$ cat src/rtl/sipo_deser.sv
// sipo_deser: serial-in parallel-out deserializer with a one-word
// holding register on a valid/ready output and a sticky overrun flag.
module sipo_deser #(
  parameter int WIDTH     = 4,
  parameter bit MSB_FIRST = 1'b0
) (
  input  logic             clk,
  input  logic             reset_,
  input  logic             sin,
  input  logic             sin_valid,
  input  logic             sin_sync,
  output logic [WIDTH-1:0] dout,
  output logic             dout_valid,
  input  logic             dout_ready,
  output logic             busy,
  output logic             overrun,
  input  logic             ovr_clr
);

  localparam int CW = $clog2(WIDTH);
  localparam logic [CW-1:0] LAST = CW'(WIDTH - 1);

  logic [WIDTH-1:0] sreg;
  logic [WIDTH-1:0] sreg_nx;
  logic [WIDTH-1:0] word;
  logic [CW-1:0]    cnt;
  logic [CW-1:0]    cnt_nx;
  logic [CW-1:0]    k;
  logic [CW-1:0]    pos;
  logic             hold_full;
  logic             s_sync;
  logic             s_shift;
  logic             s_last;
  logic             done;
  logic             accept;
  logic             load;
  logic             drop;

  assign s_sync  = sin_valid & sin_sync;
  assign s_shift = sin_valid & ~sin_sync & (cnt != LAST);
  assign s_last  = sin_valid & ~sin_sync & (cnt == LAST);

  // sync forces the incoming bit to be bit 0 of a fresh word
  assign k   = sin_sync ? '0 : cnt;
  assign pos = MSB_FIRST ? (LAST - k) : k;

  always_comb begin
    sreg_nx = sreg;
    cnt_nx  = cnt;
    word    = sreg;
    done    = 1'b0;
    unique case (1'b1)
      s_sync: begin
        sreg_nx      = '0;
        sreg_nx[pos] = sin;
        cnt_nx       = CW'(1);
      end
      s_shift: begin
        sreg_nx[pos] = sin;
        cnt_nx       = cnt + CW'(1);
      end
      s_last: begin
        word[pos] = sin;
        done      = 1'b1;
        sreg_nx   = '0;
        cnt_nx    = '0;
      end
      default: ;
    endcase
  end

  assign accept = hold_full & dout_ready;
  assign load   = done & (~hold_full | dout_ready);
  assign drop   = done & hold_full & ~dout_ready;

  always_ff @(posedge clk or negedge reset_) begin
    if (!reset_) begin
      sreg      <= '0;
      cnt       <= '0;
      busy      <= 1'b0;
      dout      <= '0;
      hold_full <= 1'b0;
      overrun   <= 1'b0;
    end else begin
      sreg      <= sreg_nx;
      cnt       <= cnt_nx;
      busy      <= (cnt_nx != '0);
      hold_full <= load | (hold_full & ~accept);
      overrun   <= drop | (overrun & ~ovr_clr);
      if (load) dout <= word;
    end
  end

  assign dout_valid = hold_full;

endmodule
$ cat config.mk
export PLATFORM = sky130hd
export DESIGN_NAME = sipo_deser
export DESIGN_NICKNAME = d
export VERILOG_FILES = /design/src/rtl/sipo_deser.sv
export SDC_FILE = /design/constraint.sdc
export NUM_CORES = 1
export LEC_CHECK = 0
export ABC_CLOCK_PERIOD_IN_PS = 3300
export CAP_MARGIN = 20
export CORE_MARGIN = 2
export CORE_UTILIZATION = 35
export CTS_CLUSTER_SIZE = 12
export DETAILED_ROUTE_END_ITERATION = 7
export PLACE_DENSITY = 0.63
export SLEW_MARGIN = 20
export SYNTH_ARGS = -nofsm -noshare
export SYNTH_HDL_FRONTEND = slang
export SYNTH_SLANG_ARGS = --single-unit
$ cat constraint.sdc
create_clock -name clk -period 3.3 [get_ports clk]
set_clock_uncertainty 0.15 [all_clocks]
set_input_delay 0.825 -clock clk [delete_from_list [all_inputs] [get_ports clk]]
set_output_delay 0.825 -clock clk [all_outputs]
set_load 0.005 [all_outputs]
Word-level counts from Yosys, hierarchy flattened. Cells that the tools add are included.

Add/subtract/negate cells: 1. Magnitude comparators: 2. Eq/ne operators: 2. Multiplexer cells: 8. Bitwise gates (word level): 19. Reduce and logical (&&, ||, !) cells: 3.

Operators by type and width (count): $pmux 4 s3 (1); $and 1x1->1 (10); $pmux 2 s3 (1); $not 1->1 (5); $and 4x4->4 (1); $bwmux 4 (1); $mux 4 (1); $lt 2x3->1 const B (1); $or 1x1->1 (3); $reduce_bool 3->1 (1); $add 2x1->2 const B (1); $demux 1 s2 (1); $eq 2x2->1 const B (1); $ge 2x1->1 const B (1); $mux 1 (2); $mux 2 (1); $ne 2x2->1 const B (1); $reduce_bool 2->1 (1); $logic_and 1x1->1 (1).

Bits in registers: 13. Bits of input ports: 7. Output and inout port bits: 7.

Logic depth before layout (Yosys ltp). Gate-level depths: netlist of the first run.

Depth after elaboration: 7. Gate-level depth with buffers: 4. Mapped depth without buffers: 4.

Least setup slack after synthesis of the first run. Ideal clock, no wire load.

Path type: in2reg. Start point: input sin_sync. End point: register dout[0]. Setup time: 0.125 ns. Arrival: 1.699 ns. Data required time: 3.025 ns. Slack: 1.326 ns. Stages: 4. Buffers on the path: 1. Path through: buf_6 nand3b_1 and2b_2 mux2_4.

Word-level cells in the longest chain between the ends: 7. Elaborated cells between the ends (all ways): 13. Classes of those cells: 2 x order compare; 6 x mux; 4 x bitwise; 1 x reduce/logical.

RTL lines: from (decl) (RTL line 11) `input logic sin_sync,`; $mux 2 (RTL line 44) `assign k = sin_sync ? '0 : cnt;`; $lt 2x3->1 (implied by the code) or $ge 2x1->1 (tied branches) (RTL line 63) `word[pos] = sin;`; $logic_and 1x1->1 (implied by the code) (RTL line 63); $mux 1 (implied by the code) (RTL line 63); $demux 1 s2 (RTL line 63); $bwmux 4 (RTL line 63); $mux 4 (RTL line 52) `unique case (1'b1)`; to (signal assigned) (RTL line 90) `if (load) dout <= word;`; to (decl) (RTL line 12) `output logic [WIDTH-1:0] dout,`.

Parallel ways exist; a longest one is shown, timed or not. A chain may end at the register's enable or synchronous reset.

Worst setup path in the final report of the first run. Same ends and word-level chain as after synthesis.

==> run_summary.xml, run 1 <==
<?xml version="1.0" encoding="UTF-8"?>
<metrics>
  <group name="run_status">
    <metric name="run_status" unit="">finished, final reports clean</metric>
  </group>
  <group name="routing">
    <metric name="ant_nets" unit="">0</metric>
    <metric name="highest-signal-layer" unit="">met4</metric>
    <metric name="detailroute.wirelength.met2" unit="µm">535</metric>
    <metric name="wl_met3" unit="µm">82</metric>
    <metric name="detail_route.drc_violations" unit="">0</metric>
    <metric name="vias" unit="">464</metric>
    <metric name="met1_length" unit="µm">579</metric>
    <metric name="routed_wl" unit="µm">1210</metric>
    <metric name="detail_route.vias_per_cell" unit="">4.83</metric>
    <metric name="avgRoutedWirePerCell" unit="µm">12.6</metric>
    <metric name="initialDrtViolationCount" unit="">12</metric>
    <metric name="dr.pass1.iters" unit="">4</metric>
  </group>
  <group name="worst_setup_path">
    <metric name="cell_chain_of_the_critical_path" unit="">clkdlybuf4s50_1 -&gt; nand3b_1 -&gt; and2b_2 -&gt; mux2_4</metric>
    <metric name="worst-path-max-fanout" unit="">9</metric>
    <metric name="crit_path_start_kind" unit="">input port</metric>
    <metric name="worstPathRequired" unit="ps">3320</metric>
    <metric name="setup.worst_path.end_class" unit="">register</metric>
    <metric name="critPathSlowestCell" unit="">sky130_fd_sc_hd__clkdlybuf4s50_1</metric>
    <metric name="critical-path-top-delay-family" unit="">simple AND/OR/NAND/NOR gates</metric>
    <metric name="arrival" unit="ps">2310</metric>
    <metric name="cp_num_buf_inv" unit="">1</metric>
    <metric name="critical_path_start_end_classification" unit="">in -&gt; reg</metric>
    <metric name="cpPeakStageDelay" unit="ps">550</metric>
  </group>
  <group name="clock_network">
    <metric name="cts_resized" unit="">0</metric>
    <metric name="cts.repair_timing.setup_buffer_count" unit="">0</metric>
    <metric name="clk-insertion-delay-late" unit="ps">270</metric>
    <metric name="cts_hold_repair.buffers" unit="">0</metric>
    <metric name="ctsHtreeMaxLevel" unit="">1</metric>
    <metric name="cts.sinks" unit="">13</metric>
    <metric name="cts_buffer_count" unit="">3</metric>
    <metric name="cts-root-to-sink-buffers" unit="">2</metric>
    <metric name="cts_tree" unit="">done</metric>
    <metric name="clock_slew_at_the_register_clock_pins_of_the_worst_setup_and_hold_paths" unit="ps">80</metric>
    <metric name="clock-root-buffer" unit="">sky130_fd_sc_hd__clkbuf_4</metric>
  </group>
  <group name="grt">
    <metric name="grt_use_total" unit="%">12.7</metric>
    <metric name="grt_first_pass_wirelength" unit="µm">1840</metric>
    <metric name="antenna_violations_before_repair" unit="">0</metric>
    <metric name="first_global_vias" unit="">431</metric>
    <metric name="grt_max_degree" unit="">14</metric>
    <metric name="overflow" unit="">0</metric>
  </group>
  <group name="power">
    <metric name="power_density_over_the_cells" unit="nW/µm²">553</metric>
    <metric name="peakVddDrop" unit="mV">0.256</metric>
    <metric name="power.leakage" unit="nW">0.338</metric>
  </group>
  <group name="run">
    <metric name="max_cap_viol_count" unit="">0</metric>
  </group>
  <group name="timing">
    <metric name="grt_setup_unrepaired" unit="">false</metric>
    <metric name="min_period" unit="ps">2290</metric>
    <metric name="final_min_period_over_clock_period" unit="%">69.5</metric>
    <metric name="max_clock_freq" unit="GHz">0.436</metric>
    <metric name="relative_slew_slack" unit="%">62.1</metric>
    <metric name="final.setup.tns" unit="ps">0</metric>
    <metric name="tightestPinTransition" unit="ps">566</metric>
    <metric name="timing.final.setup_violations" unit="">0</metric>
    <metric name="final_hold_vios" unit="">0</metric>
    <metric name="slew_viol_final" unit="">0</metric>
  </group>
  <group name="synth">
    <metric name="synthesis.area" unit="µm²">632</metric>
    <metric name="synth_instances" unit="">56</metric>
    <metric name="yosysUniqueCellTypes" unit="">25</metric>
    <metric name="synth-seq-cells" unit="">13</metric>
    <metric name="synthesis.nets" unit="">64</metric>
    <metric name="synth_warnings" unit="">0</metric>
    <metric name="synth_area_per_cell" unit="µm²">11.3</metric>
    <metric name="synth_seq_area_share" unit="%">51.5</metric>
  </group>
  <group name="cells_and_area">
    <metric name="layout-area-overhead-vs-synth" unit="%">27.1</metric>
    <metric name="num_antenna_cells" unit="">0</metric>
    <metric name="layout.core_utilization" unit="%">47.0</metric>
    <metric name="nNetsFinal" unit="">80</metric>
    <metric name="drive_above_1_share" unit="%">9.86</metric>
    <metric name="num-fill-cells" unit="">164</metric>
  </group>
  <group name="die">
    <metric name="fp.dieArea" unit="µm²">2160</metric>
    <metric name="core_area" unit="µm²">1710</metric>
    <metric name="die-width" unit="µm">46.5</metric>
    <metric name="row_count" unit="">15</metric>
    <metric name="floorplan.io_pins" unit="">14</metric>
    <metric name="die_height" unit="µm">46.5</metric>
    <metric name="initial_core_util" unit="%">37.0</metric>
  </group>
  <group name="place">
    <metric name="place_congestion" unit="">0.757</metric>
    <metric name="buffer_ports.inserted" unit="">13</metric>
    <metric name="place_hpwl" unit="µm">847</metric>
  </group>
  <group name="worst_hold_path">
    <metric name="holdCritPathClass" unit="">reg -&gt; reg</metric>
  </group>
</metrics>
## cells in the mapped netlist, drive strengths merged
| cell type | count | share of area [%] |
|---|---|---|
| inv | 5 | 3.0 |
| mux2i | 4 | 6.3 |
| buf | 2 | 2.6 |
| nand2b | 2 | 2.0 |
| and2b | 1 | 1.4 |
| o21bai | 1 | 1.2 |
| o22ai | 1 | 0.99 |
| o21ai | 3 | 2.4 |
| nor3b | 2 | 2.4 |
| nand3b | 2 | 2.4 |
| o2bb2ai | 2 | 2.8 |
| a22o | 1 | 1.4 |
| nand2 | 2 | 1.2 |
| a211oi | 1 | 1.2 |
| nor3 | 1 | 0.79 |
| ha | 1 | 2.0 |
| nand3 | 2 | 1.6 |
| mux2 | 4 | 8.3 |
| and2 | 1 | 0.99 |
| dfrtp | 13 | 51 |
| nor2 | 4 | 2.4 |
| o221ai | 1 | 1.4 |
## cells in the final DEF (no fill, tap or decap), types with 2 or more instances in the layout
master and instances:
sky130_fd_sc_hd__nor3b_1 2, sky130_fd_sc_hd__nand2b_1 2, sky130_fd_sc_hd__mux2i_1 4, sky130_fd_sc_hd__o2bb2ai_1 2, sky130_fd_sc_hd__nand3_1 2, sky130_fd_sc_hd__clkdlybuf4s50_1 13, sky130_fd_sc_hd__nand3b_1 2, sky130_fd_sc_hd__dfrtp_1 13
sky130_fd_sc_hd__mux2_4 2, sky130_fd_sc_hd__inv_1 5, sky130_fd_sc_hd__o21ai_0 3, sky130_fd_sc_hd__nor2_1 4, sky130_fd_sc_hd__clkbuf_4 3, sky130_fd_sc_hd__nand2_1 2
## sequential cells by signal, indices dropped and copies added, names as in the netlist
name / cells
cnt: 2
busy: 1
sreg: 4
dout: 4
overrun: 1
dout_valid: 1
## power breakdown
part           leakage (nW)  switching [mW]  internal (mW)  total (mW)
Clock                0.0150          0.0501         0.0469      0.0969
Sequential            0.167          0.0236          0.192       0.216
Combinational         0.157          0.0471         0.0842       0.131
Total                 0.338           0.121          0.323       0.444
## cell families after synthesis
logic type	after synthesis	synth area share [%]
AO/OA/AOI/OAI	10	11.3
adder cells (fa/ha/maj)	1	1.98
buffers and inverters	7	5.54
flip-flops	13	51.5
multiplexers	8	14.7
AND/OR/NAND/NOR	17	15.0
## final cells by class
type                    instances  area [µm²]  area share, %
clock buffers                   4        26.3           3.27
inverters                       5        18.8           2.34
multi-input cells              36         272           33.8
flip-flops and latches         13         325           40.5
well taps                      25        31.3           3.89
repair buffers                 13         130           16.2
## worst paths after layout
check	startpoint	end	slack [ps]	depth (start not counted)
setup / recovery	sin_sync	dout[0]	1010	4
max in group asynchronous	reset_	busy	1870	1
hold / removal	sreg[2]	sreg[2]	350	1
min in group asynchronous	reset_	dout[3]	760	1
hold reg to reg	sreg[2]	sreg[2]	350	1
setup reg to reg	cnt[0]	dout[0]	1460	4
## per-layer routing
| metal | track usage [%] | vias to the layer above |
|---|---|---|
| met1 | 15.4 | 220 |
| met5 | 0 | - |
| li1 | - | 227 |
| met2 | 18.6 | 15 |
| met3 | 6.27 | 2 |
| met4 | 6.29 | 0 |
## per-stage QoR
step                hold WS, ps  worst slack, ps  cells  power [mW]  instance area [µm²]
finish                      350             1010     96       0.444                  803
global placement            324              790     92       0.350                  777
global route                362              976     96       0.477                  803
CTS                         345             1050     96       0.452                  803
detailed placement          327              759     92       0.351                  777
floorplan                   304             1330     56       0.280                  632
Power figures use the tool's default switching activity.
==> inputs of run 2 (changes only) <==
--- a/config.mk
+++ b/config.mk
@@ -5,13 +5,13 @@
 export SDC_FILE = /design/constraint.sdc
 export NUM_CORES = 1
 export LEC_CHECK = 0
-export ABC_CLOCK_PERIOD_IN_PS = 3300
+export ABC_CLOCK_PERIOD_IN_PS = 1900
 export CAP_MARGIN = 20
 export CORE_MARGIN = 2
 export CORE_UTILIZATION = 35
 export CTS_CLUSTER_SIZE = 12
 export DETAILED_ROUTE_END_ITERATION = 7
-export PLACE_DENSITY = 0.63
+export PLACE_DENSITY = 0.65
 export SLEW_MARGIN = 20
 export SYNTH_ARGS = -nofsm -noshare
 export SYNTH_HDL_FRONTEND = slang
==> constraint.sdc (replaced) <==
create_clock -name clk -period 1.9 [get_ports clk]
set_clock_uncertainty 0.15 [all_clocks]
set_input_delay 0.475 -clock clk [delete_from_list [all_inputs] [get_ports clk]]
set_output_delay 0.475 -clock clk [all_outputs]
set_load 0.005 [all_outputs]
==> run 2 against run 1 <==
  * Sequential share of layout area fell by 3.5 points
  * Core utilization rose by 4.4 points
  * Clock-buffer cell count did not move
  * Largest cell class unchanged
==> run_summary.xml, run 2 (synthesis gave the netlist of run 1 again) <==
<?xml version="1.0" encoding="UTF-8"?>
<metrics>
  <group name="routing">
    <metric name="detail_route.drc_violations" unit="">0</metric>
    <metric name="detail_route.vias_per_cell" unit="">4.59</metric>
    <metric name="routed_wl" unit="µm">1230</metric>
    <metric name="ant_nets" unit="">0</metric>
    <metric name="vias" unit="">487</metric>
    <metric name="dr.pass1.iters" unit="">4</metric>
    <metric name="avgRoutedWirePerCell" unit="µm">11.6</metric>
    <metric name="initialDrtViolationCount" unit="">2</metric>
  </group>
  <group name="worst_setup_path">
    <metric name="cpPeakStageDelay" unit="ps">510</metric>
    <metric name="r2r_cells" unit="">4</metric>
    <metric name="critPathSlowestCell" unit="">sky130_fd_sc_hd__clkdlybuf4s50_1</metric>
    <metric name="cp_num_buf_inv" unit="">1</metric>
    <metric name="worst-path-max-fanout" unit="">2</metric>
    <metric name="setup.worst_path.end_class" unit="">output pin</metric>
    <metric name="crit_path_start_kind" unit="">register</metric>
    <metric name="critical-path-top-delay-family" unit="">buffers and inverters</metric>
    <metric name="arrival" unit="ps">1130</metric>
    <metric name="critical_path_start_end_classification" unit="">reg -&gt; out</metric>
    <metric name="worstPathRequired" unit="ps">1270</metric>
    <metric name="cell_chain_of_the_critical_path" unit="">clkdlybuf4s50_1</metric>
    <metric name="r2r-start" unit="">cnt[0]</metric>
    <metric name="regToRegSetupSlack" unit="ps">310</metric>
    <metric name="reg2reg_to" unit="">dout[0]</metric>
  </group>
  <group name="run_status">
    <metric name="run_status" unit="">finished, final reports clean</metric>
  </group>
  <group name="die">
    <metric name="core_area" unit="µm²">1710</metric>
    <metric name="die-width" unit="µm">46.5</metric>
    <metric name="floorplan.io_pins" unit="">14</metric>
    <metric name="die_height" unit="µm">46.5</metric>
    <metric name="fp.dieArea" unit="µm²">2160</metric>
    <metric name="initial_core_util" unit="%">37.0</metric>
    <metric name="row_count" unit="">15</metric>
  </group>
  <group name="power">
    <metric name="share_seq_of_total_power" unit="%">45.6</metric>
    <metric name="power.leakage" unit="nW">0.386</metric>
    <metric name="total_switching_power" unit="mW">0.211</metric>
    <metric name="power.combinational.fraction" unit="%">33.0</metric>
    <metric name="internal_power" unit="mW">0.581</metric>
    <metric name="switching_share" unit="%">26.6</metric>
    <metric name="p_clk_share" unit="%">21.4</metric>
    <metric name="power_density_over_the_cells" unit="nW/µm²">902</metric>
    <metric name="peakVddDrop" unit="mV">0.332</metric>
  </group>
  <group name="timing">
    <metric name="final_hold_vios" unit="">0</metric>
    <metric name="slew_viol_final" unit="">0</metric>
    <metric name="timing.final.setup_violations" unit="">0</metric>
    <metric name="grt_setup_unrepaired" unit="">false</metric>
    <metric name="min_period" unit="ps">1760</metric>
    <metric name="max_clock_freq" unit="GHz">0.568</metric>
    <metric name="worst_slack" unit="ps">141</metric>
    <metric name="tightestPinTransition" unit="ps">256</metric>
    <metric name="final_min_period_over_clock_period" unit="%">92.6</metric>
    <metric name="timing.hold.ws" unit="ps">344</metric>
    <metric name="relative_slew_slack" unit="%">82.8</metric>
  </group>
  <group name="place">
    <metric name="place_congestion" unit="">0.785</metric>
    <metric name="detailedPlace.worstSlack" unit="ps">-140</metric>
    <metric name="buffer_ports.inserted" unit="">13</metric>
    <metric name="place_hpwl" unit="µm">990</metric>
  </group>
  <group name="grt">
    <metric name="met3_usage" unit="%">3.92</metric>
    <metric name="antenna_violations_before_repair" unit="">0</metric>
    <metric name="global_route.usage.met2" unit="%">21.4</metric>
    <metric name="global_route.usage.met1" unit="%">16.0</metric>
    <metric name="grt_use_total" unit="%">13.6</metric>
    <metric name="first_global_vias" unit="">461</metric>
    <metric name="grt_first_pass_wirelength" unit="µm">1960</metric>
    <metric name="overflow" unit="">0</metric>
    <metric name="grt_max_degree" unit="">14</metric>
    <metric name="globalRoute.busiestLayer" unit="">met2</metric>
  </group>
  <group name="clock_network">
    <metric name="cts_resized" unit="">0</metric>
    <metric name="clock-root-buffer" unit="">sky130_fd_sc_hd__clkbuf_4</metric>
    <metric name="clk-insertion-delay-late" unit="ps">270</metric>
    <metric name="cts_hold_repair.buffers" unit="">0</metric>
    <metric name="ctsHtreeMaxLevel" unit="">1</metric>
    <metric name="cts_buffer_count" unit="">3</metric>
    <metric name="cts.sinks" unit="">13</metric>
    <metric name="cts_tree" unit="">done</metric>
    <metric name="cts.repair_timing.setup_buffer_count" unit="">0</metric>
    <metric name="cts-root-to-sink-buffers" unit="">2</metric>
    <metric name="clock_slew_at_the_register_clock_pins_of_the_worst_setup_and_hold_paths" unit="ps">80</metric>
  </group>
  <group name="cells_and_area">
    <metric name="final_cell_mix" unit="">13 x sky130_fd_sc_hd__dfrtp_1, 13 x sky130_fd_sc_hd__clkdlybuf4s50_1, 10 x sky130_fd_sc_hd__buf_4</metric>
    <metric name="reg.largest.list" unit="">dout: 4 flops, sreg: 4 flops, cnt: 2 flops</metric>
    <metric name="nNetsFinal" unit="">90</metric>
    <metric name="num-fill-cells" unit="">161</metric>
    <metric name="num_antenna_cells" unit="">0</metric>
    <metric name="layout-area-overhead-vs-synth" unit="%">39.0</metric>
    <metric name="drive_above_1_share" unit="%">21.0</metric>
    <metric name="sequential_cell_area" unit="µm²">325</metric>
    <metric name="multi_input_comb_area" unit="µm²">272</metric>
  </group>
  <group name="run">
    <metric name="max_cap_viol_count" unit="">0</metric>
  </group>
  <group name="worst_hold_path">
    <metric name="holdCritPathClass" unit="">in -&gt; async</metric>
  </group>
</metrics>
[run 2: cell count changes in the layout (fill, tap and decap cells not counted), sizes merged]
| cell | previous run | this run |
|---|---|---|
| buf | 0 | 10 |
[run 2: per-layer routing]
layer	up-vias	routed length [µm]
met5	-	0
met4	0	18
met3	2	35
met2	8	612
met1	228	563
li1	249	-
[run 2: per-stage QoR]
step                cells  utilization [%]  instance area [µm²]  power (mW)  setup TNS [ps]
global route          106             51.4                  878       0.848               0
detailed placement    102             49.9                  852       0.632            -822
finish                106             51.4                  878       0.792               0
global placement      102             49.9                  852       0.627            -586
CTS                   106             51.4                  878       0.807               0
floorplan              56                -                  632       0.486               0
[run 2: worst max path at each step]
stage,cells past startpoint,to,from
3_5_place_dp,5,dout[1],sin_sync
2_1_floorplan,4,dout[0],cnt[0]
4_1_cts,1,dout_valid,dout_valid
6_report,1,dout_valid,dout_valid
5_1_grt,5,dout[1],sin_sync
3_3_place_gp,4,dout[0],sin_sync
[run 2: layout make-up]
type | instances | share of cell area (%)
flip-flops and latches | 13 | 37.0
well taps | 25 | 3.56
repair buffers | 23 | 23.4
multi-input cells | 36 | 30.9
clock buffers | 4 | 2.99
inverters | 5 | 2.14
[run 2: power by group through the flow]
stage	sequential (mW)	clock, mW	combinational (mW)
floorplan	0.377	0	0.109
global placement	0.368	0	0.260
detailed placement	0.368	0	0.264
CTS	0.363	0.179	0.265
global route	0.369	0.189	0.290
finish	0.361	0.170	0.261
